`src/rtl/wb_pkg.sv`:
```
// Shared types and constants for the register-file write-port arbiter.
package wb_pkg;

   localparam int WB_AW    = 5;
   localparam int WB_DW    = 32;
   localparam int REG_ZERO = 0;

   typedef enum logic {
      WB_SRC_ALU = 1'b0,
      WB_SRC_LSU = 1'b1
   } wb_src_e;

   typedef struct packed {
      logic [WB_AW-1:0] rd;
      logic [WB_DW-1:0] data;
   } wb_req_t;

endpackage

```
`src/rtl/wb_rr_pick.sv`:
```
// Grant decision for the two writeback sources.
// Round-robin when WB_ARB_RR_EN is defined, otherwise fixed LSU priority.
module wb_rr_pick
   import wb_pkg::*;
(
   input  logic alu_valid_i,
   input  logic lsu_valid_i,
   input  logic last_grant_i,
   output logic alu_gnt_o,
   output logic lsu_gnt_o
);

   logic lsu_wins_tie;

`ifdef WB_ARB_RR_EN
   // On a tie the source that did not win last time goes first.
   assign lsu_wins_tie = (last_grant_i == WB_SRC_ALU);
`else
   assign lsu_wins_tie = 1'b1;
`endif

   always_comb begin
      alu_gnt_o = 1'b0;
      lsu_gnt_o = 1'b0;
      if (alu_valid_i && lsu_valid_i) begin
         lsu_gnt_o = lsu_wins_tie;
         alu_gnt_o = !lsu_wins_tie;
      end else begin
         alu_gnt_o = alu_valid_i;
         lsu_gnt_o = lsu_valid_i;
      end
   end

endmodule

```
`src/rtl/wb_arbiter.sv`:
```
// Register-file write-port arbiter: picks ALU or LSU writeback, registers the
// winning write and exports a pending mask. Policy selected by WB_ARB_RR_EN.
//
// Handshake: a request transfers on a rising edge where valid && ready. Ready is
// combinational from the two valids and last_grant only; at most one ready is high.
// A requester holds rd/data stable and keeps valid high until it is accepted.
module wb_arbiter
   import wb_pkg::*;
#(
   parameter int AW = WB_AW,
   parameter int DW = WB_DW
) (
   input  logic          clk,
   input  logic          rst_n,
   input  logic          alu_valid,
   output logic          alu_ready,
   input  logic [AW-1:0] alu_rd,
   input  logic [DW-1:0] alu_data,
   input  logic          lsu_valid,
   output logic          lsu_ready,
   input  logic [AW-1:0] lsu_rd,
   input  logic [DW-1:0] lsu_data,
   output logic          we3,
   output logic [AW-1:0] ad3,
   output logic [DW-1:0] wd3,
   output logic [31:0]   pending,
   output logic          last_grant
);

   logic          we3_q, we3_d;
   logic [AW-1:0] ad3_q, ad3_d;
   logic [DW-1:0] wd3_q, wd3_d;
   logic          last_grant_q, last_grant_d;
   logic          alu_gnt, lsu_gnt;
   wb_src_e       src;
   logic [AW-1:0] sel_rd;
   logic [DW-1:0] sel_data;

   wb_rr_pick u_pick (
      .alu_valid_i  (alu_valid),
      .lsu_valid_i  (lsu_valid),
      .last_grant_i (last_grant_q),
      .alu_gnt_o    (alu_gnt),
      .lsu_gnt_o    (lsu_gnt)
   );

   assign alu_ready = alu_gnt;
   assign lsu_ready = lsu_gnt;

   assign src      = lsu_gnt ? WB_SRC_LSU : WB_SRC_ALU;
   assign sel_rd   = lsu_gnt ? lsu_rd   : alu_rd;
   assign sel_data = lsu_gnt ? lsu_data : alu_data;

   always_comb begin
      we3_d        = 1'b0;
      ad3_d        = ad3_q;
      wd3_d        = wd3_q;
      last_grant_d = last_grant_q;
      if (alu_gnt || lsu_gnt) begin
         // Writes to x0 are consumed but never reach the register file.
         we3_d        = (sel_rd != AW'(REG_ZERO));
         ad3_d        = sel_rd;
         wd3_d        = sel_data;
         last_grant_d = src;
      end
   end

   always_ff @(posedge clk or negedge rst_n) begin
      if (!rst_n) begin
         we3_q        <= 1'b0;
         ad3_q        <= '0;
         wd3_q        <= '0;
         last_grant_q <= 1'b0;
      end else begin
         we3_q        <= we3_d;
         ad3_q        <= ad3_d;
         wd3_q        <= wd3_d;
         last_grant_q <= last_grant_d;
      end
   end

   always_comb begin
      pending = '0;
      for (int r = 0; r < 32; r++) begin
         pending[r] = we3_q && (ad3_q == AW'(r));
      end
   end

   assign we3        = we3_q;
   assign ad3        = ad3_q;
   assign wd3        = wd3_q;
   assign last_grant = last_grant_q;

endmodule

```
`config.mk`:
```
export PLATFORM = sky130hd
export DESIGN_NAME = wb_arbiter
export DESIGN_NICKNAME = d
export VERILOG_FILES = /design/src/rtl/wb_pkg.sv /design/src/rtl/wb_rr_pick.sv /design/src/rtl/wb_arbiter.sv
export SDC_FILE = /design/constraint.sdc
export NUM_CORES = 1
export LEC_CHECK = 0
export CORE_MARGIN = 2
export CORE_UTILIZATION = 34
export DETAILED_ROUTE_END_ITERATION = 16
export HOLD_SLACK_MARGIN = 0.02
export PLACE_DENSITY = 0.81
export SLEW_MARGIN = 20
export SYNTH_ARGS = -nofsm -noshare
export SYNTH_HDL_FRONTEND = slang
export SYNTH_HIERARCHICAL = 1
export SYNTH_SLANG_ARGS = --single-unit
```
`constraint.sdc`:
```
create_clock -name clk -period 1.1 [get_ports clk]
set_input_delay 0.11 -clock clk [delete_from_list [all_inputs] [get_ports clk]]
set_output_delay 0.11 -clock clk [all_outputs]
set_load 0.005 [all_outputs]
```
==> reports/summary.md, run 1 <==
Run status
• **result of the run** finished, violations left
• **failing checks** negative setup slack

Drt
• **detailed-route via count** 2415
• **post-detailed-route DRC marker count** 0
• **total wirelength of the detailed-routed design** 8102 µm
• **count of routing violations after the opening detailed-route iteration** 144
• **remaining antenna violation count** 0
• **Pre-Repair DR Iteration Count** 5
• **detailed-route vias per instance** 4.849
• **wire length per cell** 16.27 µm

Logic synthesis
• **most frequent cells after synthesis** 41 x sky130_fd_sc_hd__nand2_1, 40 x sky130_fd_sc_hd__o21ai_1, 39 x sky130_fd_sc_hd__dfrtp_1
• **post-synthesis cell type count** 18
• **number of instances in the synthesized netlist** 223
• **post-synthesis net count** 301
• **flip-flop and latch count after synthesis** 39
• **dominant cell type by area after synthesis** sky130_fd_sc_hd__dfrtp_1
• **dominant combinational cell family by area after synthesis** multiplexers
• **post-synthesis mux area share** 18.36%
• **largest cells by area after synthesis** sky130_fd_sc_hd__dfrtp_1 48%, sky130_fd_sc_hd__mux2i_1 18%, sky130_fd_sc_hd__o21ai_1 9.9%
• **simple-gate portion of the synthesized area** 17.99%
• **mean post-synth cell area** 9.045 µm²
• **xor-xnor portion of the synthesized cell area** 0%
• **number of synthesized flops with an enable pin** 0
• **area of the mapped netlist** 2017 µm²
• **Synth Warn #** 6
• **adder-cell share of the synthesized area** 0%
• **Seq/Total Area, Yosys** 48.39%
• **most instantiated library cell after synthesis** sky130_fd_sc_hd__nand2_1
• **area share of the largest cell type after synthesis** 48.39%
• **dominant synthesized flop cell** sky130_fd_sc_hd__dfrtp_1
• **Post-synth ARST share** 100.0%
• **Synth Area in Compound Gates** 10.30%

Timing
• **upper clock frequency limit** 625.4 MHz
• **pins over their slew limit** 0
• **Worst Hold Margin** 0.2220 ns
• **sum of negative setup slack** -13.77 ns
• **unrepaired setup endpoints after global routing** yes
• **clock skew** 0 ns
• **Relative slew margins** 79.03%
• **final hold vios** 0
• **Slew @ Worst Pin** 0.3145 ns
• **setup violators final** 39
• **final critical-path required period** 1.599 ns
• **final critical-path share of the clock period** 145.4%
• **post-route setup slack** -0.4989 ns

Job
• **number of maximum-capacitance violations** 0

Place
• **HPWL Detailed** 4847 µm
• **total of buffers placed on input and output ports** 150
• **number of cells after detailed placement** 447
• **Post-Place Setup Slack** -0.4595 ns
• **area after detailed placement** 3684 µm²
• **global placer's final weighted congestion** 0.7646

GRT
• **largest net degree at the start of global routing** 44
• **via count of the first global-routing pass** 2390
• **total gr overflow** 0
• **initial antenna violation count** 0
• **global-route wire length before repair** 11260 µm
• **Global Route Usage Sum** 22.39%

Floorplanning
• **CORE AREA** 5816 µm²
• **number of top-level pins** 151
• **vertical die dimension** 81.02 µm
• **Die W** 81.02 µm
• **Die Outline Area** 6564 µm²
• **Starting Density** 34.68%
• **Cell Rows** 28

Critical path
• **maximum fanout along the worst path** 5
• **stage delay of the slowest cell on the critical path** 0.44 ns
• **kind of cell adding the most delay to the critical path** simple AND/OR/NAND/NOR gates
• **Cell Chain, Critical Path** or2_4 -> buf_6 -> nor2_1 -> buf_2
• **CP max-delay cell** sky130_fd_sc_hd__dfrtp_1
• **crit end category** output port
• **Arrival @ worst endpoint** 1.49 ns
• **worst endpoint required time** 0.99 ns
• **worst path bufs/invs** 2
• **register-to-register setup slack** -0.03 ns
• **Worst Setup Path Type** reg2out
• **startpoint kind of the worst setup timing path** register

Finish
• **share of cells above drive strength 1** 34.75%
• **Final Instance Area** 4267 µm²
• **Final nets** 500
• **total inserted antenna cells** 0
• **filler-free cell count of the finished design** 498
• **# fillers** 449
• **Area Growth Syn to Fin** 111.5%

CTS
• **number of buffers between clock root and the deepest sink** 2
• **CTS Buf Count** 5
• **sinks on the clock net** 39
• **level count of the clock H-tree** 2
• **CTS tree** built
• **buffer type at the clock tree root** sky130_fd_sc_hd__clkbuf_8
• **clock-pin slew on the worst setup and hold paths** 0.08 ns
• **Skew-Pair Late Insertion Delay** 0.28 ns

Power and ir drop
• **cell area power density** 1025 nW/µm²
• **Clock Power Share** 27.9%
• **logic gate share of total power** 34.0%
• **internal power** 3198 µW
• **share of total power consumed by net switching** 26.90%
• **Peak VDD IR** 0.7236 mV
• **Net Sw Power** 1177 µW
• **sequential group share of total power** 38.1%
• **Static Leakage** 0.002006 µW

Min path
• **kind of path behind the tightest hold check** in2reg

[placed cells by master (no fill, tap or decap), drive strengths merged]
cell / synthesis / final
a21o: 1 / 1
buf: 9 / 94
bufbuf: 0 / 2
bufinv: 0 / 1
clkbuf: 8 / 8
clkdlybuf4s15: 0 / 1
clkdlybuf4s50: 0 / 70
clkinv: 0 / 1
dfrtp: 39 / 39
dlygate4sd2: 0 / 39
dlygate4sd3: 0 / 1
inv: 1 / 1
mux2i: 37 / 37
nand2: 41 / 41
nand2b: 2 / 2
nand3: 4 / 4
nand4: 1 / 1
nor2: 33 / 33
nor2b: 4 / 4
o21ai: 40 / 40
or2: 1 / 1
or4: 2 / 2
[worst paths after layout]
kind                                        start  depth (start not counted)                      to
min                                     lsu_rd[0]                          3      ad3[0]$_DFFE_PN0P_
max                            ad3[0]$_DFFE_PN0P_                          4             pending[16]
min in group asynchronous                   rst_n                          3      wd3[9]$_DFFE_PN0P_
min reg2reg                last_grant$_DFFE_PN0P_                          1  last_grant$_DFFE_PN0P_
max reg2reg                    ad3[1]$_DFFE_PN0P_                          5      ad3[1]$_DFFE_PN0P_
max in group asynchronous                   rst_n                          3      ad3[2]$_DFFE_PN0P_
[metal layers]
metal / wire length, µm / track usage, % / vias up
li1: - / - / 1144
met1: 3043 / 23.84 / 1149
met2: 4318 / 42.81 / 114
met3: 663 / 6.444 / 8
met4: 78 / 5.932 / 0
met5: 0 / 0 / -
[cell type report]
cell class / count / area [µm²] / area share, %
clock buffers: 6 / 82.58 / 1.935
flip-flops and latches: 39 / 978.4 / 22.93
multi-input cells: 166 / 1147 / 26.89
repair buffers: 209 / 1926 / 45.13
well taps: 75 / 93.84 / 2.199
clock inverters: 2 / 35.03 / 0.8211
inverters: 1 / 3.754 / 0.08798
[power by group through the flow]
stage / combinational [µW] / clock, µW / sequential [µW]
after floorplan: 360 / 0 / 1700
after global placement: 1140 / 0 / 1670
after detailed placement: 1160 / 0 / 1680
after CTS: 1370 / 1270 / 1670
after global routing: 1580 / 1320 / 1690
final: 1490 / 1220 / 1670
[cells by family after synthesis]
group,count (synthesis)
AOI/OAI and AO/OA,41
buffers and inverters,18
DFF,39
muxes,37
and+or+nand+nor,88
[metrics by stage]
step,utilization [%],power (µW)
2_1_floorplan,-,2056
3_3_place_gp,63.34,2811
3_5_place_dp,63.34,2844
4_1_cts,70.98,4303
5_1_grt,73.36,4594
6_report,73.36,4375
[state kept, by name, indices dropped and copies added (netlist names)]
name,cells
ad3,5
wd3,32
last_grant,1
we3,1
[tightest hold or removal path, cell delays in order]
cell,delay (ns)
sky130_fd_sc_hd__dlygate4sd2_1,0.22
sky130_fd_sc_hd__nand2_1,0.06
sky130_fd_sc_hd__o21ai_1,0.07
[what timing repair did]
action,in CTS,in global routing
endpoints found under the hold margin,39,0
cloned,2,0
setup endpoints to repair,95,39
hold buffers,1,0
setup buffers,33,8
pin swaps,37,13
gates resized for setup,246,28
(Power assumes the default switching activity.)
==> run 2: changes to the inputs <==
--- a/config.mk
+++ b/config.mk
@@ -5,6 +5,7 @@
 export SDC_FILE = /design/constraint.sdc
 export NUM_CORES = 1
 export LEC_CHECK = 0
+export CORE_ASPECT_RATIO = 1.5
 export CORE_MARGIN = 2
 export CORE_UTILIZATION = 34
 export DETAILED_ROUTE_END_ITERATION = 16
==> reports/summary.md, run 2 (synthesized netlist as in run 1, its figures left out) <==
Run status
• **result of the run** finished, violations left
• **failing checks** negative setup slack

Critical path
• **Arrival @ worst endpoint** 1.46 ns, -0.03 ns
• **Worst Setup Path Type** reg2out
• **most prevalent standard cell on the critical path** sky130_fd_sc_hd__buf_6
• **stage delay of the slowest cell on the critical path** 0.46 ns, +0.02 ns
• **R2R Path Start** ad3[2]$_DFFE_PN0P_
• **critical path startpoint** ad3[2]$_DFFE_PN0P_
• **kind of cell adding the most delay to the critical path** flip-flops
• **worst endpoint required time** 0.99 ns, about the same
• **crit end category** output port
• **maximum fanout along the worst path** 5, unchanged
• **worst path bufs/invs** 3, +1
• **CP max-delay cell** sky130_fd_sc_hd__dfrtp_2
• **Cell Chain, Critical Path** buf_6 -> nor2b_4 -> nand3_2 -> buf_6 -> nor2_4 -> buf_2
• **startpoint kind of the worst setup timing path** register

Power and ir drop
• **Static Leakage** 0.001956 µW, -2.5%
• **Peak VDD IR** 0.6706 mV, -7.3%
• **cell area power density** 969.9 nW/µm², -5.4%

Finish
• **# fillers** 451, +0.45%
• **leading cell types in the layout, fill and taps excluded** 73 x sky130_fd_sc_hd__clkdlybuf4s50_1, 39 x sky130_fd_sc_hd__o21ai_1, 37 x sky130_fd_sc_hd__nand2_1, 37 x sky130_fd_sc_hd__dfrtp_1, 36 x sky130_fd_sc_hd__mux2i_1
• **most common cell after layout, fill and taps aside** sky130_fd_sc_hd__clkdlybuf4s50_1
• **share of cells above drive strength 1** 32.94%, -1.8 points
• **total inserted antenna cells** 0, unchanged
• **Area Growth Syn to Fin** 107.3%
• **Final nets** 496, -0.80%
• **fraction of the core area covered by cells at the end of the flow** 72.25%, -1.1 points
• **Largest register FFs** 32, unchanged

Timing
• **Slew @ Worst Pin** 0.2937 ns, -0.02082 ns
• **unrepaired setup endpoints after global routing** yes
• **sum of negative setup slack** -13.59 ns, +0.1742 ns
• **final critical-path share of the clock period** 142.6%, -2.8 points
• **clock skew** 0 ns, unchanged
• **final critical-path required period** 1.568 ns, -0.03053 ns
• **Relative slew margins** 80.42%, +1.4 points
• **upper clock frequency limit** 637.6 MHz, +1.9%
• **post-route setup slack** -0.4684 ns, +0.03053 ns
• **Worst Hold Margin** 0.08390 ns, -0.1381 ns
• **setup violators final** 38, -2.6%
• **pins over their slew limit** 0, unchanged
• **final hold vios** 0, unchanged

Floorplanning
• **Die Outline Area** 6577 µm², +0.19%
• **vertical die dimension** 98.33 µm, +21%
• **CORE AREA** 5786 µm², -0.52%
• **Cell Rows** 34, +21%
• **Starting Density** 34.86%, +0.18 points
• **Die W** 66.89 µm, -17%
• **number of top-level pins** 151, unchanged

CTS
• **CTS Buf Count** 5, unchanged
• **sinks on the clock net** 39, unchanged
• **Skew-Pair Late Insertion Delay** 0.28 ns, about the same
• **level count of the clock H-tree** 2, unchanged
• **clock-pin slew on the worst setup and hold paths** 0.08 ns, about the same
• **buffer type at the clock tree root** sky130_fd_sc_hd__clkbuf_8
• **CTS tree** built
• **number of buffers between clock root and the deepest sink** 2, unchanged

GRT
• **via count of the first global-routing pass** 2376, -0.59%
• **Global Route Usage Sum** 22.18%, -0.21 points
• **total gr overflow** 0, unchanged
• **global-route wire length before repair** 11100 µm, -1.5%
• **initial antenna violation count** 0, unchanged
• **largest net degree at the start of global routing** 46, +4.5%

Place
• **global placer's final weighted congestion** 0.8097, +5.9%
• **total of buffers placed on input and output ports** 150, unchanged
• **HPWL Detailed** 5081 µm, +4.8%

Min path
• **kind of path behind the tightest hold check** in2reg
• **startpoint of the lowest-slack hold path** lsu_rd[0]

Job
• **number of maximum-capacitance violations** 0, unchanged

Drt
• **detailed-route vias per instance** 4.815, -0.72%
• **detailed-route via count** 2364, -2.1%
• **remaining antenna violation count** 0, unchanged
• **Pre-Repair DR Iteration Count** 4, -1
• **count of routing violations after the opening detailed-route iteration** 74, -49%
• **total wirelength of the detailed-routed design** 7693 µm, -5.0%
• **post-detailed-route DRC marker count** 0, unchanged
• **wire length per cell** 15.67 µm, -3.7%

## run 2: cell type report
class                           count  area [µm²]  share of cell area [%]
Timing Repair Buffer              205        1879                   44.96
Multi-Input combinational cell    166        1147                   27.45
Sequential cell                    39       978.4                   23.41
Tap cell                           72       90.09                   2.155
Clock buffer                        7       76.32                   1.826
Clock inverter                      1       5.005                  0.1197
Inverter                            1       3.754                 0.08979
## run 2: final timing paths
check	cells past startpoint	slack, ns	end
worst min register to register	1	0.48	last_grant$_DFFE_PN0P_
min in group asynchronous	2	0.23	wd3[7]$_DFFE_PN0P_
max in group asynchronous	3	0.46	ad3[0]$_DFFE_PN0P_
worst max register to register	6	-0.18	ad3[2]$_DFFE_PN0P_
worst min-delay path	3	0.08	ad3[0]$_DFFE_PN0P_
worst max-delay path	6	-0.47	pending[26]
## run 2: repair_timing
| item | 4_1_cts | 5_1_grt |
|---|---|---|
| resized for setup | 242 | 30 |
| endpoints found under the hold margin | 39 | 0 |
| pin swaps | 24 | 13 |
| hold buffers | 1 | 0 |
| setup endpoints to repair | 108 | 42 |
| cloned | 1 | 0 |
| setup buffers | 29 | 6 |
## run 2: routing by layer
layer | vias up | wire, µm | global-route usage [%]
li1 | 1137 | - | -
met1 | 1090 | 2771 | 22.03
met2 | 121 | 4184 | 43.38
met3 | 16 | 559 | 5.300
met4 | 0 | 177 | 6.436
met5 | - | 0 | 0
## run 2: power by group
group	internal, µW	switching [µW]	total [µW]
registers	1570	90.0	1660
logic	868	581	1450
clock network	446	498	944
total	2890	1170	4050
## run 2: worst register-to-register path, cell delays in order, from the launching register on
cell	delay, ns
sky130_fd_sc_hd__dfrtp_2	0.46
sky130_fd_sc_hd__buf_4	0.15
sky130_fd_sc_hd__buf_6	0.10
sky130_fd_sc_hd__buf_6	0.11
sky130_fd_sc_hd__buf_4	0.13
sky130_fd_sc_hd__mux2i_1	0.12
sky130_fd_sc_hd__o21ai_1	0.09
## run 2: per-stage QoR
step	std cells	instance area, µm²	power, µW	setup WS, ns
2_1_floorplan	223	2017	2056	0.006818
3_3_place_gp	446	3695	2820	-0.4034
3_5_place_dp	446	3695	2851	-0.4352
4_1_cts	485	4031	3976	-0.3972
5_1_grt	491	4180	4260	-0.5274
6_report	491	4180	4054	-0.4684
